`src/rtl/aes_ciphertext_sink_fsm.sv`:
```
// AES HWPE ciphertext sink controller.
// Takes 128-bit ciphertext blocks from the engine and starts one sink
// streamer transfer per block. Each block goes out as four 32-bit words on a
// valid/ready stream, lowest word first. The controller counts written blocks
// against the job length and pulses done_o when the job is complete.
module aes_ciphertext_sink_fsm #(
  parameter int unsigned BLOCK_WIDTH = 128,
  parameter int unsigned WORD_WIDTH  = 32,
  parameter int unsigned CNT_WIDTH   = 16
) (
  input  logic                   clk,
  input  logic                   reset,
  input  logic                   clear,
  input  logic                   start_i,
  input  logic [CNT_WIDTH-1:0]   nb_blocks_i,
  input  logic [31:0]            base_addr_i,
  input  logic [BLOCK_WIDTH-1:0] block_data_i,
  input  logic                   block_valid_i,
  output logic                   block_ready_o,
  output logic                   sink_req_start_o,
  output logic [31:0]            sink_base_addr_o,
  output logic [CNT_WIDTH-1:0]   sink_trans_size_o,
  input  logic                   sink_ready_start_i,
  input  logic                   sink_done_i,
  output logic [WORD_WIDTH-1:0]  stream_data_o,
  output logic                   stream_valid_o,
  input  logic                   stream_ready_i,
  output logic                   busy_o,
  output logic                   done_o,
  output logic [CNT_WIDTH-1:0]   blk_cnt_o
);

  localparam int unsigned NB_WORDS   = BLOCK_WIDTH / WORD_WIDTH;
  localparam int unsigned WC_WIDTH   = (NB_WORDS > 1) ? $clog2(NB_WORDS) : 1;
  localparam int unsigned ADDR_SHIFT = $clog2(BLOCK_WIDTH / 8);

  typedef enum logic [2:0] {
    IDLE,
    WAIT_BLOCK,
    REQUEST,
    STREAM,
    WAIT_DONE,
    FINISHED
  } state_e;

  state_e                 state_q,     state_d;
  logic [BLOCK_WIDTH-1:0] hold_q,      hold_d;
  logic [WC_WIDTH-1:0]    wc_q,        wc_d;
  logic [CNT_WIDTH-1:0]   blk_cnt_q,   blk_cnt_d;
  logic [CNT_WIDTH-1:0]   nb_blocks_q, nb_blocks_d;
  logic [31:0]            base_q,      base_d;

  // State and datapath registers, asynchronously cleared
  always_ff @(posedge clk or posedge reset) begin
    if (reset) begin
      state_q     <= IDLE;
      hold_q      <= '0;
      wc_q        <= '0;
      blk_cnt_q   <= '0;
      nb_blocks_q <= '0;
      base_q      <= '0;
    end else begin
      state_q     <= state_d;
      hold_q      <= hold_d;
      wc_q        <= wc_d;
      blk_cnt_q   <= blk_cnt_d;
      nb_blocks_q <= nb_blocks_d;
      base_q      <= base_d;
    end
  end

  // Next-state and datapath update; clear behaves exactly like reset
  always_comb begin
    state_d     = state_q;
    hold_d      = hold_q;
    wc_d        = wc_q;
    blk_cnt_d   = blk_cnt_q;
    nb_blocks_d = nb_blocks_q;
    base_d      = base_q;
    if (clear) begin
      state_d     = IDLE;
      hold_d      = '0;
      wc_d        = '0;
      blk_cnt_d   = '0;
      nb_blocks_d = '0;
      base_d      = '0;
    end else begin
      case (state_q)
        IDLE: begin
          if (start_i) begin
            nb_blocks_d = nb_blocks_i;
            base_d      = base_addr_i;
            blk_cnt_d   = '0;
            state_d     = (nb_blocks_i == '0) ? FINISHED : WAIT_BLOCK;
          end
        end
        WAIT_BLOCK: begin
          if (block_valid_i) begin
            hold_d  = block_data_i;
            state_d = REQUEST;
          end
        end
        REQUEST: begin
          if (sink_ready_start_i) begin
            wc_d    = '0;
            state_d = STREAM;
          end
        end
        STREAM: begin
          if (stream_ready_i) begin
            if (wc_q == WC_WIDTH'(NB_WORDS - 1)) begin
              state_d = WAIT_DONE;
            end else begin
              wc_d = wc_q + 1'b1;
            end
          end
        end
        WAIT_DONE: begin
          if (sink_done_i) begin
            blk_cnt_d = blk_cnt_q + 1'b1;
            state_d   = (blk_cnt_q + 1'b1 == nb_blocks_q) ? FINISHED : WAIT_BLOCK;
          end
        end
        FINISHED: begin
          state_d = IDLE;
        end
        default: begin
          state_d = IDLE;
        end
      endcase
    end
  end

  // Moore outputs decoded from the current state
  always_comb begin
    block_ready_o     = 1'b0;
    sink_req_start_o  = 1'b0;
    sink_base_addr_o  = '0;
    stream_valid_o    = 1'b0;
    stream_data_o     = '0;
    done_o            = 1'b0;
    busy_o            = (state_q != IDLE);
    blk_cnt_o         = blk_cnt_q;
    sink_trans_size_o = CNT_WIDTH'(NB_WORDS);
    case (state_q)
      WAIT_BLOCK: block_ready_o = 1'b1;
      REQUEST: begin
        sink_req_start_o = 1'b1;
        // Byte offset of the current block; wraps modulo 2^32
        sink_base_addr_o = base_q + (32'(blk_cnt_q) << ADDR_SHIFT);
      end
      STREAM: begin
        stream_valid_o = 1'b1;
        stream_data_o  = hold_q[wc_q*WORD_WIDTH +: WORD_WIDTH];
      end
      FINISHED: done_o = 1'b1;
      default: ;
    endcase
  end

endmodule
```
`config.mk`:
```
export PLATFORM = sky130hd
export DESIGN_NAME = aes_ciphertext_sink_fsm
export DESIGN_NICKNAME = d
export VERILOG_FILES = /design/src/rtl/aes_ciphertext_sink_fsm.sv
export SDC_FILE = /design/constraint.sdc
export NUM_CORES = 1
export LEC_CHECK = 0
export BUFFER_PORTS_ARGS = -buffer_cell sky130_fd_sc_hd__buf_2
export CAP_MARGIN = 20
export CORE_MARGIN = 3
export CORE_UTILIZATION = 45
export DETAILED_ROUTE_END_ITERATION = 10
export PLACE_DENSITY = 0.7
export RECOVER_POWER = 25
export SETUP_SLACK_MARGIN = 0.02
export SYNTH_ARGS = -nofsm -noshare
export SYNTH_HDL_FRONTEND = slang
export SYNTH_SLANG_ARGS = --single-unit
```
`constraint.sdc`:
```
create_clock -name clk -period 12.5 [get_ports clk]
set_input_delay 1.25 -clock clk [delete_from_list [all_inputs] [get_ports clk]]
set_output_delay 1.25 -clock clk [all_outputs]
set_load 0.02 [all_outputs]
```
After elaboration in Yosys (flattened, before gate mapping)
Index checks and enable logic that the tools add are counted.

storage, ports and cells
  bits in registers = 197

cells by class
  add/subtract/negate cells = 3
  equality and inequality tests = 14
  shift-type cells = 1
  multiplexer cells = 34
  reduce and logical (&&, ||, !) cells = 14

operator list
  cell                   count
  $mux 128               3
  $mux 32                5
  $shiftx 128x8->32      1
  $mux 16                6
  $add 32x20->32         1
  $pmux 16 s2            1
  $mux 3                 9
  $ne 3x3->1 const B     7
  $add 16x1->16 const B  1
  $eq 16x16->1           1
  $logic_not 16->1       1
  $pmux 3 s5             1
  $reduce_bool 3->1      3
  $mux 2                 4
  $reduce_bool 2->1      4
  $eq 3x2->1 const B     2
  $eq 3x3->1 const B     2
  $reduce_and 6->1       1
  $mux 1                 4
  $pmux 2 s2             1
  $reduce_and 2->1       2
  $reduce_and 4->1       1
  $eq 3x1->1 const B     1
  $logic_not 3->1        1
  other kinds (3)        3

Depth between registers and ports, before layout
  depth after elaboration = 6
  depth in mapped cells = 10
  depth with buffers taken out = 9

Worst setup path after synthesis
OpenSTA, ideal clock, no wires.

  kind = reg-to-output
  start = register blk_cnt_q[0], in the netlist blk_cnt_o[0]
  end = output sink_base_addr_o[20]
  data arrival time = 2.784 ns
  data required time = 11.250 ns
  setup slack = 8.466 ns
  cell stages (with the launch flop) = 11
  cells stage by stage = dfrtp_1 ha_1 inv_1 fa_1 nand2b_1 a21oi_2 o211ai_2 a211o_1 buf_6 a21boi_0 mux2i_1

between the ends
  longest elaborated chain between the ends = 2

ends and longest elaborated chain
  element                   RTL line  RTL
  start: declaration        49        logic [CNT_WIDTH-1:0] blk_cnt_q, blk_cnt_d;
  start signal: assignment  66        blk_cnt_q <= blk_cnt_d;
  $add 32x20->32            150       sink_base_addr_o = base_q + (32'(blk_cnt_q) << ADDR_SHIFT);
  $mux 32                   145       case (state_q)
  end: declaration          21        output logic [31:0] sink_base_addr_o,

No other way between the ends.

==> flow_summary.yaml <==
floorplanning:
  starting_density_of_the_core_pct: 46.1
  floorplan.io_pins: 285
  die_h_um: 159
  num_rows: 55
  fp.dieW_um: 159
  die_area_um2: 25200
  floorplan.core_area_um2: 22800
sta:
  slew_headroom_pct: -266
  fmax_mhz: 193
  rsz0062_at_grt: "no"
  final_setup_violation_count: 0
  finalHoldViolations: 0
  worst_slack_ns: 7.32
  fin_crit_sh_pct: 41.4
  total_negative_setup_slacks_ns: 0
  finalWorstPathRequiredPeriod_ns: 5.18
  report.final.slew_viol_count: 122
  worst_clock_skew_ns: 0.0196
  timing_worst_slew_pin_value_ns: 5.46
finish:
  sequential_cell_area_um2: 4930
  multi_input_area_um2: 5110
  syn_to_final_growth_pct: 20.2
  mostFrequentLayoutCells: "268 x sky130_fd_sc_hd__buf_2, 196 x sky130_fd_sc_hd__dfrtp_1, 134 x sky130_fd_sc_hd__nand2_1"
  fillerInstances: 2023
  layout_commonest_cell: "sky130_fd_sc_hd__buf_2"
  layout_cells_sized_above_1_pct: 29.7
  finalNetCount: 1430
critical_path:
  required_ns: 11.74
  worst_setup_path_end_kind: "asynchronous set/reset pin"
  timing.critical_path.cells: "buf_2 > clkinvlp_2"
  timing.critical_path.buf_inv: 2
  path_max_fanout: 121
  kind_of_start_point_of_the_critical_path: "input pin"
  path_class: "in2async"
  timing.critical_path.slowest_stage_cell: "sky130_fd_sc_hd__clkinvlp_2"
  critical_path.max_stage_delay_ns: 3.02
  cp_data_arrival_time_ns: 4.43
  kind_of_cell_adding_the_most_delay_to_the_critical_path: "buffers and inverters"
routing:
  via_count: 8832
  detail_route.wirelength_um: 29600
  viasPerCell: 5.66
  drtPass1Iterations: 5
  routedWlPerCell_um: 18.9
  drt_drc_violations_left: 0
  drt-initial-drc-count: 659
  antenna_left: 0
power:
  portion_of_total_power_attributed_to_the_clock_network_pct: 35.1
  p_sw_mw: 0.585
  netSwitchingFraction_pct: 34.0
  peakVddDrop_mv: 0.0853
  p_comb_share_pct: 20.7
  power.density_nw_per_um2: 136
  internal-power_mw: 1.13
  power.sequential.fraction_pct: 44.2
  leakage_nw: 6.23
synth:
  dominantRegCellSynth: "sky130_fd_sc_hd__dfrtp_1"
  async_reset_ff_share_pct: 100
  postSynthAreaPerCell_um2: 10.4
  synth_cell_type_count: 65
  synth_edf_count: 0
  syn_inst: 1009
  synth-seq-cells: 197
  yosysSeqAreaShare_pct: 46.9
  synth_top_area_share_pct: 46.9
  synth_top_cell_by_area: "sky130_fd_sc_hd__dfrtp_1"
  synth_area_leaders: "sky130_fd_sc_hd__dfrtp_1 47%, sky130_fd_sc_hd__a22o_1 11%, sky130_fd_sc_hd__mux4_2 6.9%"
  yosys_warnings: 0
  synth.cell_area_um2: 10500
grt:
  groute.usage.overall_pct: 23.2
  grt_overflow: 0
  number_of_global_route_vias_before_repair: 8875
  grt_pass1_wl_um: 47800
  grt_start_max_net_pins: 122
  antenna_found_initial: 17
clock_network:
  cts.root.buffer_cell: "sky130_fd_sc_hd__clkbuf_16"
  clockBufferDepth: 2
  cts_max_level: 4
  cts.sink_count: 197
  clkSlewWorstSetupHoldPaths_ns: 0.09
  post_cts.resized_instances: 0
  post_cts_buffers: 0
  clk_latency_ns: 0.44
  tritoncts: "done"
  cts_buffers: 17
  cts_hold_buf: 0
placement:
  port_buffers: 268
  weighted_congestion_at_the_end_of_routability_driven_global_placement: 0.851
  preCtsSetupSlack_ns: 8.34
  hpwlAfterDp_um: 20400
hold_path:
  timing.hold.worst.class: "reg2reg"
run:
  max-cap-violations: 1
status:
  run_status: "finished with violations"
  failed_checks: "max-capacitance violations, max-slew violations"
[registers in the layout (all words and copies together), names as in the netlist]
register / count
nb_blocks_q: 16
hold_q: 128
base_q: 32
blk_cnt_o: 16
wc_q: 2
state_q: 3
[power by group through the flow]
stage / Combinational (mW) / Sequential, mW / Clock, mW
after floorplan: 0.263 / 0.751 / 0
after global placement: 0.347 / 0.769 / 0
after detailed placement: 0.354 / 0.771 / 0
after CTS: 0.354 / 0.760 / 0.619
after global routing: 0.393 / 0.770 / 0.647
final: 0.356 / 0.760 / 0.604
[final timing paths]
kind,from,to,slack [ns],cells after the start
max reg2reg,state_q[0],hold_q[28],9.24,8
max in group clk,blk_cnt_o[0],sink_base_addr_o[24],7.86,10
min in group asynchronous,reset,nb_blocks_q[1],2.50,2
min reg2reg,hold_q[33],hold_q[33],0.51,1
min,hold_q[33],hold_q[33],0.51,1
max,reset,wc_q[0],7.32,2
[area by class of cell]
type | count | share of cell area [%]
diodes | 8 | 0.158
clock buffers | 17 | 3.37
inverters | 17 | 0.515
clock inverters | 15 | 1.91
multi-input cells | 714 | 40.4
well taps | 313 | 3.10
repair buffers | 280 | 11.5
flip-flops and latches | 197 | 39.0
[metrics by stage]
step,cells,hold WS [ns],instance area [µm²],total power [mW],utilization [%]
after floorplan,1023,0.468,10600,1.01,-
after global placement,1519,0.482,11900,1.12,52.3
after detailed placement,1520,0.487,11900,1.12,52.4
after CTS,1552,0.508,12600,1.73,55.3
after global routing,1561,0.518,12600,1.81,55.5
final,1561,0.506,12600,1.72,55.5
[cell usage after synthesis (8+ instances only)]
master                     number
sky130_fd_sc_hd__clkbuf_1      49
sky130_fd_sc_hd__ha_1          18
sky130_fd_sc_hd__a22o_1       129
sky130_fd_sc_hd__o31ai_1        9
sky130_fd_sc_hd__inv_1         17
sky130_fd_sc_hd__o21ai_0       37
sky130_fd_sc_hd__nor3_1        16
sky130_fd_sc_hd__xnor2_1       11
sky130_fd_sc_hd__mux4_2        32
sky130_fd_sc_hd__dfrtp_1      197
sky130_fd_sc_hd__a31oi_1        8
sky130_fd_sc_hd__xor2_1        15
sky130_fd_sc_hd__nand4_1       11
sky130_fd_sc_hd__nand3_1       17
sky130_fd_sc_hd__nand2b_1      10
sky130_fd_sc_hd__buf_4         18
sky130_fd_sc_hd__buf_2         24
sky130_fd_sc_hd__nand2_1      134
sky130_fd_sc_hd__and2_1        10
sky130_fd_sc_hd__and3_1        39
sky130_fd_sc_hd__a21oi_1       76
sky130_fd_sc_hd__nor2_1        35
[cells by family (layout without fill, tap and decap cells)]
| family | after synthesis | after routing | share of synthesized area (%) |
|---|---|---|---|
| buf+inv | 112 | 329 | 5.26 |
| xor+xnor | 26 | 26 | 2.17 |
| flops | 197 | 197 | 46.9 |
| simple gates | 314 | 314 | 15.1 |
| other cells | 2 | 24 | 0.0715 |
| fa+ha+maj | 19 | 19 | 2.33 |
| mux | 39 | 39 | 7.52 |
| compound gates | 300 | 300 | 20.7 |
[routing by layer]
layer	track usage (%)	vias up	part of all wire [%]
met5	0	-	0.26
met4	6.65	16	1.7
met3	7.04	48	8.1
met2	37.7	342	48
met1	30.4	4281	42
li1	-	4145	-
Power figures use the tool's default switching activity.
